`config.mk`:
```
export PLATFORM = sky130hd
export DESIGN_NAME = execute_muldiv
export DESIGN_NICKNAME = d
export VERILOG_FILES = /design/src/rtl/execute_muldiv.sv
export SDC_FILE = /design/constraint.sdc
export NUM_CORES = 1
export LEC_CHECK = 0
export ABC_AREA = 1
export ABC_CLOCK_PERIOD_IN_PS = 4980
export BUFFER_PORTS_ARGS = -buffer_cell sky130_fd_sc_hd__buf_2
export CAP_MARGIN = 40
export CORE_MARGIN = 2
export CORE_UTILIZATION = 30
export CTS_BUF_LIST = sky130_fd_sc_hd__clkbuf_4 sky130_fd_sc_hd__clkbuf_8 sky130_fd_sc_hd__clkbuf_16
export CTS_CLUSTER_DIAMETER = 120
export DETAILED_ROUTE_END_ITERATION = 10
export PLACE_DENSITY_LB_ADDON = 0.12
export SYNTH_ARGS = -nofsm -noshare
export SYNTH_HDL_FRONTEND = slang
export SYNTH_SLANG_ARGS = --single-unit
export TNS_END_PERCENT = 5
```
`constraint.sdc`:
```
create_clock -name clock -period 4.98 [get_ports clock]
set_input_delay 0.249 -clock clock [delete_from_list [all_inputs] [get_ports clock]]
set_output_delay 0.249 -clock clock [all_outputs]
set_load 0.03 [all_outputs]
```
`src/rtl/execute_muldiv.sv`:
```
// Iterative multiply/divide unit with architectural HI/LO, valid/ready intake and flush.
// state | meaning
// IDLE  | accepting ops; MFxx/MTxx complete here
// ITER  | one multiplier / quotient bit per cycle, cnt_q counts down to 1
// FIX   | two's-complement sign fixup, HI/LO write
module execute_muldiv #(
  parameter int WIDTH = 32,
  localparam int CNT_W = $clog2(WIDTH + 1)
) (
  input  logic             clock,
  input  logic             reset_n,
  input  logic             in_valid,
  output logic             in_ready,
  input  logic [2:0]       op,
  input  logic [0:WIDTH-1] a,
  input  logic [0:WIDTH-1] b,
  input  logic             flush,
  output logic             busy,
  output logic             done,
  output logic             out_valid,
  output logic [0:WIDTH-1] out_data,
  output logic [0:WIDTH-1] hi,
  output logic [0:WIDTH-1] lo
);

  typedef enum logic [1:0] {S_IDLE, S_ITER, S_FIX} state_t;

  state_t             state_q, state_d;
  logic [CNT_W-1:0]   cnt_q;
  logic               div_q, neg_lo_q, neg_hi_q;
  logic [2*WIDTH-1:0] acc_q, mcand_q;
  logic [WIDTH-1:0]   shreg_q, rem_q, dsor_q;
  logic [WIDTH-1:0]   hi_q, lo_q, out_data_q;
  logic               out_valid_q, done_q;

  logic [WIDTH-1:0] a_v, b_v, a_mag, b_mag;
  logic             accept, is_muldiv, op_signed, op_div, a_neg, b_neg, div_zero;

  assign a_v       = a;
  assign b_v       = b;
  assign in_ready  = (state_q == S_IDLE) && !flush;
  assign busy      = (state_q != S_IDLE);
  assign accept    = in_valid && in_ready;
  assign is_muldiv = !op[2];
  assign op_signed = !op[0];
  assign op_div    = op[1];
  assign a_neg     = op_signed && a_v[WIDTH-1];
  assign b_neg     = op_signed && b_v[WIDTH-1];
  assign a_mag     = a_neg ? -a_v : a_v;
  assign b_mag     = b_neg ? -b_v : b_v;
  assign div_zero  = (b_v == '0);

  // Shift-add step: multiplier LSB selects whether the shifted multiplicand is added.
  logic [2*WIDTH-1:0] acc_nx;
  assign acc_nx = shreg_q[0] ? acc_q + mcand_q : acc_q;

  // Restoring step: the dividend shifts out of shreg_q while quotient bits shift in.
  logic [WIDTH:0] partial, diff;
  logic           fits;
  assign partial = {rem_q, shreg_q[WIDTH-1]};
  assign fits    = partial >= {1'b0, dsor_q};
  assign diff    = partial - {1'b0, dsor_q};

  logic [2*WIDTH-1:0] prod_fix;
  logic [WIDTH-1:0]   quo_fix, rem_fix;
  assign prod_fix = neg_lo_q ? -acc_q : acc_q;
  assign quo_fix  = neg_lo_q ? -shreg_q : shreg_q;
  assign rem_fix  = neg_hi_q ? -rem_q : rem_q;

  always_ff @(posedge clock or negedge reset_n) begin
    if (!reset_n) state_q <= S_IDLE;
    else          state_q <= state_d;
  end

  always_comb begin
    state_d = state_q;
    case (state_q)
      S_IDLE: if (accept && is_muldiv) state_d = S_ITER;
      S_ITER: begin
        if (flush)                          state_d = S_IDLE;
        else if (cnt_q == CNT_W'(1))        state_d = S_FIX;
      end
      S_FIX:   state_d = S_IDLE;
      default: state_d = S_IDLE;
    endcase
  end

  always_ff @(posedge clock or negedge reset_n) begin
    if (!reset_n) begin
      cnt_q       <= '0;
      div_q       <= 1'b0;
      neg_lo_q    <= 1'b0;
      neg_hi_q    <= 1'b0;
      acc_q       <= '0;
      mcand_q     <= '0;
      shreg_q     <= '0;
      rem_q       <= '0;
      dsor_q      <= '0;
      hi_q        <= '0;
      lo_q        <= '0;
      out_data_q  <= '0;
      out_valid_q <= 1'b0;
      done_q      <= 1'b0;
    end else begin
      out_valid_q <= 1'b0;
      done_q      <= 1'b0;
      case (state_q)
        S_IDLE: begin
          if (accept) begin
            if (is_muldiv) begin
              cnt_q    <= CNT_W'(WIDTH);
              div_q    <= op_div;
              acc_q    <= '0;
              rem_q    <= '0;
              mcand_q  <= {{WIDTH{1'b0}}, a_mag};
              dsor_q   <= b_mag;
              // Divide by zero runs the raw dividend through so HI ends up equal to a.
              shreg_q  <= op_div ? (div_zero ? a_v : a_mag) : b_mag;
              neg_lo_q <= (a_neg ^ b_neg) && !(op_div && div_zero);
              neg_hi_q <= a_neg && !div_zero;
            end else if (op[1]) begin
              if (op[0]) lo_q <= a_v;
              else       hi_q <= a_v;
            end else begin
              out_data_q  <= op[0] ? lo_q : hi_q;
              out_valid_q <= 1'b1;
            end
          end
        end
        S_ITER: begin
          cnt_q <= cnt_q - CNT_W'(1);
          if (div_q) begin
            rem_q   <= fits ? diff[WIDTH-1:0] : partial[WIDTH-1:0];
            shreg_q <= {shreg_q[WIDTH-2:0], fits};
          end else begin
            acc_q   <= acc_nx;
            mcand_q <= mcand_q << 1;
            shreg_q <= shreg_q >> 1;
          end
        end
        S_FIX: begin
          if (!flush) begin
            if (div_q) begin
              lo_q <= quo_fix;
              hi_q <= rem_fix;
            end else begin
              lo_q <= prod_fix[WIDTH-1:0];
              hi_q <= prod_fix[2*WIDTH-1:WIDTH];
            end
            done_q <= 1'b1;
          end
        end
        default: ;
      endcase
    end
  end

  assign done      = done_q;
  assign out_valid = out_valid_q;
  assign out_data  = out_data_q;
  assign hi        = hi_q;
  assign lo        = lo_q;

endmodule

```
==> flow_summary.toml <==
[worst_setup_path]
start_kind = "flop"
reg2regPathDepth = 12
crit_path_end_kind = "flop"
timing.rr.start = "state_q[0]"
worstPathArrival_ns = 4.03
cp_max_fo = 27
r2r_slack_ns = 1.48
cp.required_ns = 5.51
crit_type = "reg -> reg"
r2r_end = "mcand_q[16]"

[floorplan]
core_um2 = 94700
rows = 113
ios = 171
die_x_um = 313
die_h_um = 313
initial_utilization_pct = 30.2
die_area_um2 = 97800

[logic_synthesis]
synthTopCellsByCount = "1,428 x nand2_1, 696 x nor2_1, 488 x inv_1, 393 x nand3_1, 355 x o21ai_0"
synth_top_area_share_pct = 29.1
postSynthCellCount = 4714
synth_area_leaders = "dfrtp_1 29%, nand2_1 19%, nor2_1 9.1%"
yosysMostFrequentCell = "nand2_1"
synthFlopType = "dfrtp_1"
synth-async-reset-ratio_pct = 100
synth_fp_nets = 4889
syn_avg_cell_area_um2 = 6.06
synth_cell_types = 48
yosysTopAreaCell = "dfrtp_1"
synth_warnings = 0
ys_seq_area_share_pct = 29.1
ys_ff_latch = 333
synth-edff-count = 0
netlist_area_um2 = 28600

[sta]
fin_crit_sh_pct = 70.3
hold_viol_final = 0
skew_ns = 0.0202
report.final.setup_viol = 0
fin_setup_tns_ns = 0
setup_ws_ns = 1.48
slew-limit-headroom_pct = 32.7
post-route-min-period_ns = 3.50
tightest_slew_ns = 1.00
rsz0062_at_grt = "no"
max_clock_freq_mhz = 286
whs_ns = 0.0619
slew_viol_final = 0

[routing]
ant_nets = 0
wire_per_inst_um = 21.9
dr.first_iter.drc_count = 2840
drc = 0
vias = 32024
via_per_inst = 5.24
wirelength_um = 134000
first_pass_iters = 6

[clock_tree]
cts-buffers-inserted = 45
cts_tree = "done"
numClockSinks = 333
clkTransAtPathRegs_ns = 0.06
cts_hold_buf = 3
clkLatencyLatePin_ns = 0.60
clockRootBuffer = "clkbuf_16"
cts_resized = 0
post_cts_buffers = 0
cts_max_level = 2
cts_buffer_depth = 3

[outcome]
status = "finished clean"

[place]
place_congestion = 0.972
dp_hpwl_um = 107000
port_buffers = 170
pre_cts_ws_ns = 1.56

[cells_and_area]
syn_to_final_growth_pct = 12.9
fillers = 10687
drive_above_1_share_pct = 7.65
fin_nets = 4991

[global_routing]
grt_overflow = 0
grt_pass1_wl_um = 197000
grt_max_degree = 113
antenna_found_initial = 3
grt_usage_pct = 26.7
first_global_vias = 29648

[min_path]
holdPathStages = 4
hold_end = "dsor_q[25]"
worstHoldStart = "b[6]"
hold_class = "in -> reg"

[power_and_ir_drop]
switchingPower_mw = 10.9
p_sw_share_pct = 54.6
clockPowerShare_pct = 17.0
ir_drop_mv = 0.241
powerDensity_nw_per_um2 = 619
combPwrFrac_pct = 57.4
leakagePower_nw = 15.6
internal-power_mw = 9.07
pwr-share-seq_pct = 25.6

[run]
maxCapViolCount = 0
-- through the flow --
stage	instance area [um^2]	power [mW]	std cells	utilization, %
global placement	30600	16.4	6021	32.3
floorplan	28600	12.2	4714	-
global route	32300	21.4	6113	34.1
finish	32300	20.0	6114	34.1
detailed placement	30800	16.4	6030	32.5
CTS	32300	19.9	6112	34.1
-- cell usage in the layout (no fill, tap or decap), types with 10 or more instances in the layout --
master	netlist	layout
nand2_1	1428	1428
nor2_1	696	694
inv_1	488	488
nand3_1	393	393
o21ai_0	355	355
dfrtp_1	333	331
a21oi_1	304	304
buf_2	52	173
ha_1	102	102
nand4_1	54	54
clkbuf_16	0	45
a31oi_1	34	34
nor3_1	31	30
buf_4	9	30
xor2_1	29	29
or2_2	28	28
o22ai_1	28	28
nand3b_1	27	27
o21ai_1	26	26
xnor2_1	25	25
o211ai_1	23	23
a221oi_1	23	23
inv_2	16	17
o31ai_1	17	17
nor2_4	9	12
nor2_2	12	11
o21bai_1	11	11
a21boi_1	11	11
clkbuf_4	0	10
-- critical path: stages (launching register included) --
cell     delay [ns]
dfrtp_1        0.43
inv_2          0.08
nor2_4         0.19
inv_2          0.21
nor2_4         0.59
inv_2          0.17
nand2_4        0.12
inv_2          0.21
buf_16         0.25
a21oi_1        0.56
o21ai_0        0.27
buf_2          0.24
nand2_1        0.06
-- layer usage --
metal | track usage (%) | up-vias | routed length, um
met5 | 0 | - | 13
met4 | 9.40 | 2 | 5180
met2 | 43.1 | 1092 | 60600
met3 | 2.67 | 166 | 7520
li1 | - | 15574 | -
met1 | 36.9 | 15190 | 60700
-- logic make-up (layout without fill, tap and decap cells) --
| kind of cell | Yosys count | in the layout | synth area share, % |
|---|---|---|---|
| and+or+nand+nor | 2697 | 2697 | 39.0 |
| AOI/OAI and AO/OA | 863 | 863 | 16.5 |
| buffers and inverters | 663 | 797 | 9.05 |
| DFF | 333 | 333 | 29.1 |
| adders and majority gates | 104 | 104 | 4.60 |
| xor gates and xnor gates | 54 | 54 | 1.65 |
| other | 0 | 1 | 0 |
-- power by group through the flow --
stage / combinational (mW) / clock [mW] / sequential [mW]
2_1_floorplan: 7.07 / 0 / 5.17
3_3_place_gp: 11.3 / 0 / 5.15
3_5_place_dp: 11.3 / 0 / 5.15
4_1_cts: 11.3 / 3.45 / 5.11
5_1_grt: 12.6 / 3.54 / 5.24
6_report: 11.5 / 3.39 / 5.12
-- registers in the layout, indices dropped and copies added, names as in the netlist --
name,cells
acc_q,64
cnt_q,6
div_q,1
done,1
dsor_q,32
hi,32
lo,32
mcand_q,64
neg_hi_q,1
neg_lo_q,1
out_data,32
out_valid,1
rem_q,32
shreg_q,32
state_q,2
-- layout make-up --
type / instances / area [um^2] / share of cell area, %
inverters: 505 / 1900 / 5.87
diodes: 1 / 2.50 / 0.00775
clock inverters: 16 / 180 / 0.558
repair buffers: 213 / 1280 / 3.96
clock buffers: 63 / 1310 / 4.06
flip-flops and latches: 333 / 8340 / 25.8
multi-input cells: 3718 / 17700 / 54.8
well taps: 1265 / 1580 / 4.90
-- worst max path at each step --
stage,to,depth (start not counted),start
after floorplan,acc_q[19],12,state_q[0]
after global placement,mcand_q[16],11,state_q[0]
after detailed placement,mcand_q[16],13,state_q[0]
after CTS,mcand_q[16],13,state_q[0]
after global routing,mcand_q[16],13,state_q[1]
final,mcand_q[16],12,state_q[0]
Power figures use the tool's default switching activity.
